$ cat src/rtl/regfile_pkg.sv
`default_nettype none
// +----------------------------------------------------------------------+
// | regfile_pkg : shared defaults and address type for regfile_sb         |
// | Revision    : 1.0                                                    |
// +----------------------------------------------------------------------+
package regfile_pkg;

    localparam int RF_DEPTH_DEF = 32;
    localparam int RF_WIDTH_DEF = 32;
    localparam int RF_NRP_MAX   = 4;
    localparam int RF_AW_DEF    = $clog2(RF_DEPTH_DEF);

    typedef logic [RF_AW_DEF-1:0] reg_addr_t;

endpackage : regfile_pkg
`default_nettype wire

$ cat src/rtl/regfile_sb_if.sv
`default_nettype none
// +----------------------------------------------------------------------+
// | regfile_sb_if : write, read, issue and hazard signals of regfile_sb   |
// | Revision      : 1.0                                                  |
// +----------------------------------------------------------------------+
interface regfile_sb_if #(
    parameter int DEPTH = regfile_pkg::RF_DEPTH_DEF,
    parameter int WIDTH = regfile_pkg::RF_WIDTH_DEF,
    parameter int NRP   = 2
) ();
    localparam int AW = $clog2(DEPTH);

    logic                       WE0;
    logic [AW-1:0]              WA0;
    logic [WIDTH-1:0]           WD0;
    logic                       WE1;
    logic [AW-1:0]              WA1;
    logic [WIDTH-1:0]           WD1;
    logic [NRP-1:0][AW-1:0]     RA;
    logic [NRP-1:0][WIDTH-1:0]  RD;
    logic                       ISSUE_EN;
    logic [AW-1:0]              ISSUE_RD;
    logic [NRP-1:0]             BUSY;
    logic                       STALL;

    modport master (
        output WE0, WA0, WD0, WE1, WA1, WD1, RA, ISSUE_EN, ISSUE_RD,
        input  RD, BUSY, STALL
    );

    modport slave (
        input  WE0, WA0, WD0, WE1, WA1, WD1, RA, ISSUE_EN, ISSUE_RD,
        output RD, BUSY, STALL
    );

endinterface : regfile_sb_if
`default_nettype wire

$ cat src/rtl/regfile_sb_read_port.sv
`default_nettype none
// +----------------------------------------------------------------------+
// | rf_read_port : one read port -- zero-register mask, write forwarding  |
// |                and busy-bit masking for a forwarded write             |
// | Revision     : 1.0                                                   |
// +----------------------------------------------------------------------+
module rf_read_port
    import regfile_pkg::*;
#(
    parameter int AW     = RF_AW_DEF,
    parameter int WIDTH  = RF_WIDTH_DEF,
    parameter int BYPASS = 1
) (
    input  logic [AW-1:0]    ra_i,
    input  logic [WIDTH-1:0] stored_i,
    input  logic             busy_bit_i,
    input  logic             we0_i,
    input  logic [AW-1:0]    wa0_i,
    input  logic [WIDTH-1:0] wd0_i,
    input  logic             we1_i,
    input  logic [AW-1:0]    wa1_i,
    input  logic [WIDTH-1:0] wd1_i,
    output logic [WIDTH-1:0] rd_o,
    output logic             busy_o
);

    logic hit0_w;
    logic hit1_w;
    logic fwd_en_w;

    assign hit0_w   = we0_i && (wa0_i == ra_i);
    assign hit1_w   = we1_i && (wa1_i == ra_i);
    assign fwd_en_w = (BYPASS != 0);

    always_comb begin
        rd_o   = stored_i;
        busy_o = busy_bit_i;
        if (ra_i == '0) begin
            rd_o   = '0;
            busy_o = 1'b0;
        end else if (fwd_en_w) begin
            // Port 1 (load writeback) has priority, matching the storage order.
            if (hit1_w) begin
                rd_o = wd1_i;
            end else if (hit0_w) begin
                rd_o = wd0_i;
            end
            if (hit0_w || hit1_w) begin
                busy_o = 1'b0;
            end
        end
    end

endmodule : rf_read_port
`default_nettype wire

$ cat src/rtl/regfile_sb.sv
`default_nettype none
// +----------------------------------------------------------------------+
// | regfile_sb : 2-write / NRP-read register file with a per-register     |
// |              busy scoreboard for issue-time hazard detection          |
// | Revision   : 1.0                                                     |
// +----------------------------------------------------------------------+
module regfile_sb
    import regfile_pkg::*;
#(
    parameter int DEPTH  = RF_DEPTH_DEF,
    parameter int WIDTH  = RF_WIDTH_DEF,
    parameter int NRP    = 2,
    parameter int BYPASS = 1
) (
    input  wire logic   CLK,
    input  wire logic   aRSTn,
    regfile_sb_if.slave bus
);

    localparam int AW = $clog2(DEPTH);

    logic [WIDTH-1:0]          regs_q [DEPTH];
    logic [DEPTH-1:0]          busy_q;
    logic [DEPTH-1:0]          busy_d;
    logic [NRP-1:0][AW-1:0]    ra_w;
    logic [NRP-1:0][WIDTH-1:0] rd_w;
    logic [NRP-1:0]            busy_w;

    assign ra_w = bus.RA;

    // Port 1 is assigned last so it wins a same-address collision.
    always_ff @(posedge CLK) begin
        if (!aRSTn) begin
            for (int k = 0; k < DEPTH; k++) begin
                regs_q[k] <= '0;
            end
        end else begin
            if (bus.WE0 && (bus.WA0 != '0)) begin
                regs_q[bus.WA0] <= bus.WD0;
            end
            if (bus.WE1 && (bus.WA1 != '0)) begin
                regs_q[bus.WA1] <= bus.WD1;
            end
        end
    end

    // Clears first, then the issue set, so a same-cycle issue leaves the bit busy.
    always_comb begin
        busy_d = busy_q;
        if (bus.WE0) begin
            busy_d[bus.WA0] = 1'b0;
        end
        if (bus.WE1) begin
            busy_d[bus.WA1] = 1'b0;
        end
        if (bus.ISSUE_EN) begin
            busy_d[bus.ISSUE_RD] = 1'b1;
        end
        busy_d[0] = 1'b0;
    end

    always_ff @(posedge CLK) begin
        if (!aRSTn) begin
            busy_q <= '0;
        end else begin
            busy_q <= busy_d;
        end
    end

    for (genvar gi = 0; gi < NRP; gi++) begin : g_rd_port
        rf_read_port #(
            .AW     (AW),
            .WIDTH  (WIDTH),
            .BYPASS (BYPASS)
        ) u_rd_port (
            .ra_i       (ra_w[gi]),
            .stored_i   (regs_q[ra_w[gi]]),
            .busy_bit_i (busy_q[ra_w[gi]]),
            .we0_i      (bus.WE0),
            .wa0_i      (bus.WA0),
            .wd0_i      (bus.WD0),
            .we1_i      (bus.WE1),
            .wa1_i      (bus.WA1),
            .wd1_i      (bus.WD1),
            .rd_o       (rd_w[gi]),
            .busy_o     (busy_w[gi])
        );
    end

    assign bus.RD    = rd_w;
    assign bus.BUSY  = busy_w;
    assign bus.STALL = |busy_w;

endmodule : regfile_sb
`default_nettype wire

$ cat src/flat_wrapper.sv
// flat-port wrapper written by rule: the top's interface ports become plain ports
module regfile_sb_flat import regfile_pkg::*;
#(
    parameter int DEPTH  = RF_DEPTH_DEF,
    parameter int WIDTH  = RF_WIDTH_DEF,
    parameter int NRP    = 2,
    parameter int BYPASS = 1
)
  (CLK, aRSTn, bus_WE0, bus_WA0, bus_WD0, bus_WE1, bus_WA1, bus_WD1, bus_RA, bus_ISSUE_EN, bus_ISSUE_RD, bus_RD, bus_BUSY, bus_STALL);
  regfile_sb_if #(.DEPTH(DEPTH), .WIDTH(WIDTH), .NRP(NRP)) bus_i ();
  input  wire logic CLK;
  input  wire logic aRSTn;
  input wire logic [$bits(bus_i.WE0)-1:0] bus_WE0;
  input wire logic [$bits(bus_i.WA0)-1:0] bus_WA0;
  input wire logic [$bits(bus_i.WD0)-1:0] bus_WD0;
  input wire logic [$bits(bus_i.WE1)-1:0] bus_WE1;
  input wire logic [$bits(bus_i.WA1)-1:0] bus_WA1;
  input wire logic [$bits(bus_i.WD1)-1:0] bus_WD1;
  input wire logic [$bits(bus_i.RA)-1:0] bus_RA;
  input wire logic [$bits(bus_i.ISSUE_EN)-1:0] bus_ISSUE_EN;
  input wire logic [$bits(bus_i.ISSUE_RD)-1:0] bus_ISSUE_RD;
  output wire logic [$bits(bus_i.RD)-1:0] bus_RD;
  output wire logic [$bits(bus_i.BUSY)-1:0] bus_BUSY;
  output wire logic [$bits(bus_i.STALL)-1:0] bus_STALL;
  assign bus_i.WE0 = bus_WE0;
  assign bus_i.WA0 = bus_WA0;
  assign bus_i.WD0 = bus_WD0;
  assign bus_i.WE1 = bus_WE1;
  assign bus_i.WA1 = bus_WA1;
  assign bus_i.WD1 = bus_WD1;
  assign bus_i.RA = bus_RA;
  assign bus_i.ISSUE_EN = bus_ISSUE_EN;
  assign bus_i.ISSUE_RD = bus_ISSUE_RD;
  assign bus_RD = bus_i.RD;
  assign bus_BUSY = bus_i.BUSY;
  assign bus_STALL = bus_i.STALL;
  regfile_sb #(.DEPTH(DEPTH), .WIDTH(WIDTH), .NRP(NRP), .BYPASS(BYPASS)) u_core (.CLK(CLK), .aRSTn(aRSTn), .bus(bus_i));
endmodule
$ cat config.mk
export PLATFORM = sky130hd
export DESIGN_NAME = regfile_sb_flat
export DESIGN_NICKNAME = d
export VERILOG_FILES = /design/src/rtl/regfile_pkg.sv /design/src/rtl/regfile_sb_if.sv /design/src/rtl/regfile_sb_read_port.sv /design/src/rtl/regfile_sb.sv /design/src/flat_wrapper.sv
export SDC_FILE = /design/constraint.sdc
export NUM_CORES = 2
export LEC_CHECK = 0
export ABC_AREA = 1
export CAP_MARGIN = 0
export CORE_ASPECT_RATIO = 0.8
export CORE_MARGIN = 2
export CORE_UTILIZATION = 29
export DETAILED_ROUTE_END_ITERATION = 16
export PLACE_DENSITY = 0.43
export SYNTH_ARGS = -nofsm -noshare
export SYNTH_HDL_FRONTEND = slang
export SYNTH_SLANG_ARGS = --single-unit
$ cat constraint.sdc
create_clock -name CLK -period 7.48 [get_ports CLK]
set_clock_uncertainty 0.2 [all_clocks]
set_input_delay 1.496 -clock CLK [delete_from_list [all_inputs] [get_ports CLK]]
set_output_delay 1.496 -clock CLK [all_outputs]
set_load 0.01 [all_outputs]
==> impl_metrics.csv <==
group,metric,value,unit
status,status,"complete, but fails checks",
status,violations,"capacitance limit",
sta,setup_viol,0,
grt,grt_pass1_wl,531,mm
synthesis,ys_warn_count,0,
layout,design_area,76000,µm²
sta,finalHoldViolCount,0,
pwr,pwr_density_cell,213,nW/µm²
placement,numPortBuffers,160,
pwr,p_comb_share,16.5,%
clock_network,cts_hold_buf,0,
grt,antenna_found_initial,13,
floorplan,fp.dieW,544,µm
setup_path,cp_max_fo,100,
detailed_routing,wire_per_inst,31.9,µm
pwr,leakagePower,28.0,nW
run,max-cap-violations,1,
synthesis,synthArstFlopShare,0,%
layout,final_common_cell,"nand2_1",
detailed_routing,dr.first_iter.drc_count,11018,
placement,gp_congestion,0.921,
setup_path,worstSetupEndpointType,"output port",
layout,final_cell_mix,"nand2_1 (2,880), nand3_1 (2,155), edfxtp_1 (1,024)",
layout,layout.cells.non_filler,12072,
placement,post-place-cells,11823,
sta,fin_crit_sh,91.2,%
floorplan,pin_count,161,
pwr,p_sw_share,30.9,%
detailed_routing,dr.pass1.iters,8,
pwr,p_int,11.2,mW
clock_network,clockRootBuffer,"clkbuf_16",
grt,globalRoute.totalOverflow,0,
placement,hpwl,222,mm
clock_network,cts_buffer_depth,3,
clock_network,cts_setup_buffers,0,
grt,first_global_vias,65743,
synthesis,netlist_area,67700,µm²
clock_network,insertion_delay,0.77,ns
detailed_routing,drc,0,
grt,use_met1,41.7,%
layout,final_util,32.8,%
synthesis,ys_ff_latch,1055,
pwr,pwr-share-seq,43.4,%
setup_path,worstSetupPathType,"input pin to output port",
sta,relSlewSlack,1.44,%
synthesis,synthCells,9272,
floorplan,initial_utilization,29.2,%
grt,track_usage,31.5,%
synthesis,synth_cell_types,33,
setup_path,cpLargestDelayFamily,"buffers and inverters",
layout,drive_gt1_share,6.13,%
sta,finalSetupTns,0,ns
setup_path,path_cells,"buf_8 -> inv_8 -> buf_12 -> nand4_1 -> buf_12 -> o21ai_0 -> a21oi_1 -> clkdlybuf4s50_1",
sta,finalCriticalPeriod,6.82,ns
detailed_routing,avgViaCountPerCell,5.94,
grt,grt_max_degree,146,
setup_path,crit_path_frequent_cell,"buf_12",
setup_path,critPathBufInv,5,
detailed_routing,num_vias,71648,
clock_network,cts_tree,"yes",
synthesis,ys.flop_type,"edfxtp_1",
pwr,power_switching,4.99,mW
setup_path,start_kind,"input pin",
clock_network,cts_buffers,136,
floorplan,die_height,436,µm
placement,dpl_cell_area,71900,µm²
detailed_routing,antenna_left,0,
clock_network,h-tree-depth,4,
sta,fmax,147,MHz
pwr,clockPowerShare,40.1,%
grt,grt_use_met3,8.71,%
synthesis,synth_edf_count,1024,
floorplan,design.core.area,232000,µm²
detailed_routing,routed_wl,385,mm
sta,rsz0062_at_grt,"false",
layout,fin_nets,8935,
floorplan,row_count,158,
clock_network,ctsResizeCount,0,
clock_network,path_clk_slew,0.06,ns
hold_path,hold_path.class,"register to register",
sta,worstMarginPinSlew,1.48,ns
synthesis,avgSynthCellArea,7.31,µm²
setup_path,cp_slowest_stage_delay,1.02,ns
grt,busiest_layer,"met2",
floorplan,dieArea,237000,µm²
setup_path,cp_slowest_cell,"nand4_1",
synthesis,yosysSeqAreaShare,46.3,%
pwr,peakVddDrop,0.165,mV
layout,area_delta_synth_final,12.3,%
clock_network,cts_sinks,1055,
grt,grt_use_met2,46.1,%
sta,slew_viol_final,0,
setup_path,required,5.78,ns
sta,timing.hold.ws,0.308,ns
setup_path,arrival,5.12,ns
==> cell type report <==
class | instances | area, µm²
Antenna cell | 11 | 27.5
Clock buffer | 182 | 3680
Clock inverter | 56 | 415
Fill cell | 24165 | 156000
Inverter | 164 | 651
Multi-Input combinational cell | 7060 | 31900
Sequential cell | 1055 | 31400
Tap cell | 3120 | 3900
Timing Repair Buffer | 424 | 4130
==> worst paths after layout <==
kind | from | endpoint | slack, ns | cells after the start
hold / removal | u_core.busy_q[13] | u_core.busy_q[13] | 0.31 | 2
setup reg to reg | u_core.busy_q[16] | u_core.busy_q[16] | 6.44 | 4
setup / recovery | bus_RA[0] | bus_RD[23] | 0.66 | 8
hold reg to reg | u_core.busy_q[13] | u_core.busy_q[13] | 0.31 | 2
==> synthesized netlist by cell type, drive strengths merged, types with 7 or more instances <==
library cell / number / area share (%)
o211ai: 7 / 0.078
clkbuf: 540 / 3.0
o221ai: 10 / 0.13
inv: 162 / 0.90
o21ai: 1132 / 8.4
a21oi: 465 / 3.4
buf: 484 / 3.4
nand3: 2189 / 16
nor2: 251 / 1.4
nand2: 2891 / 16
o22ai: 38 / 0.35
nor3: 29 / 0.27
dfxtp: 31 / 0.92
edfxtp: 1024 / 45
==> power by group through the flow <==
| stage | Clock [mW] | Sequential (mW) | Combinational, mW |
|---|---|---|---|
| after floorplan | 0 | 7.08 | 1.36 |
| after global placement | 0 | 7.13 | 2.57 |
| after detailed placement | 0 | 7.13 | 2.57 |
| after CTS | 6.52 | 7.01 | 2.58 |
| after global routing | 6.75 | 7.06 | 2.78 |
| final | 6.48 | 7.02 | 2.66 |
==> cell families (layout without fill, tap and decap cells) <==
kind of cell,after synthesis,after routing,share of synthesized area [%]
compound gates,1657,1657,12.4
flops,1055,1055,46.3
xor+xnor,2,2,0.0259
simple gates,5369,5369,34.0
other cells,1,43,0.00554
buf+inv,1188,826,7.27
==> routing by layer <==
layer	vias to the layer above	wire length, µm
met3	915	45500
met4	8	23100
met2	5003	162000
met5	-	349
li1	30980	-
met1	34742	154000
==> per-stage QoR <==
stage | setup slack, ns | power, mW
after floorplan | 2.96 | 8.44
final | 0.661 | 16.2
after detailed placement | 0.798 | 9.70
after global routing | 0.736 | 16.6
after global placement | 0.812 | 9.70
after CTS | 0.785 | 16.1
==> worst reg2reg max path, delay by kind of cell (launching register included) <==
family                 cells  cell delay [ns]
AO/OA/AOI/OAI              2             0.29
flip-flops                 1             0.31
AND/OR/NAND/NOR            1             0.09
buffers and inverters      1             0.06
==> state kept, by name (all words and copies together), names as in the netlist <==
signal         flops
u_core.busy_q     31
u_core.regs_q   1024
No activity file was read; power rests on OpenSTA's default activity.
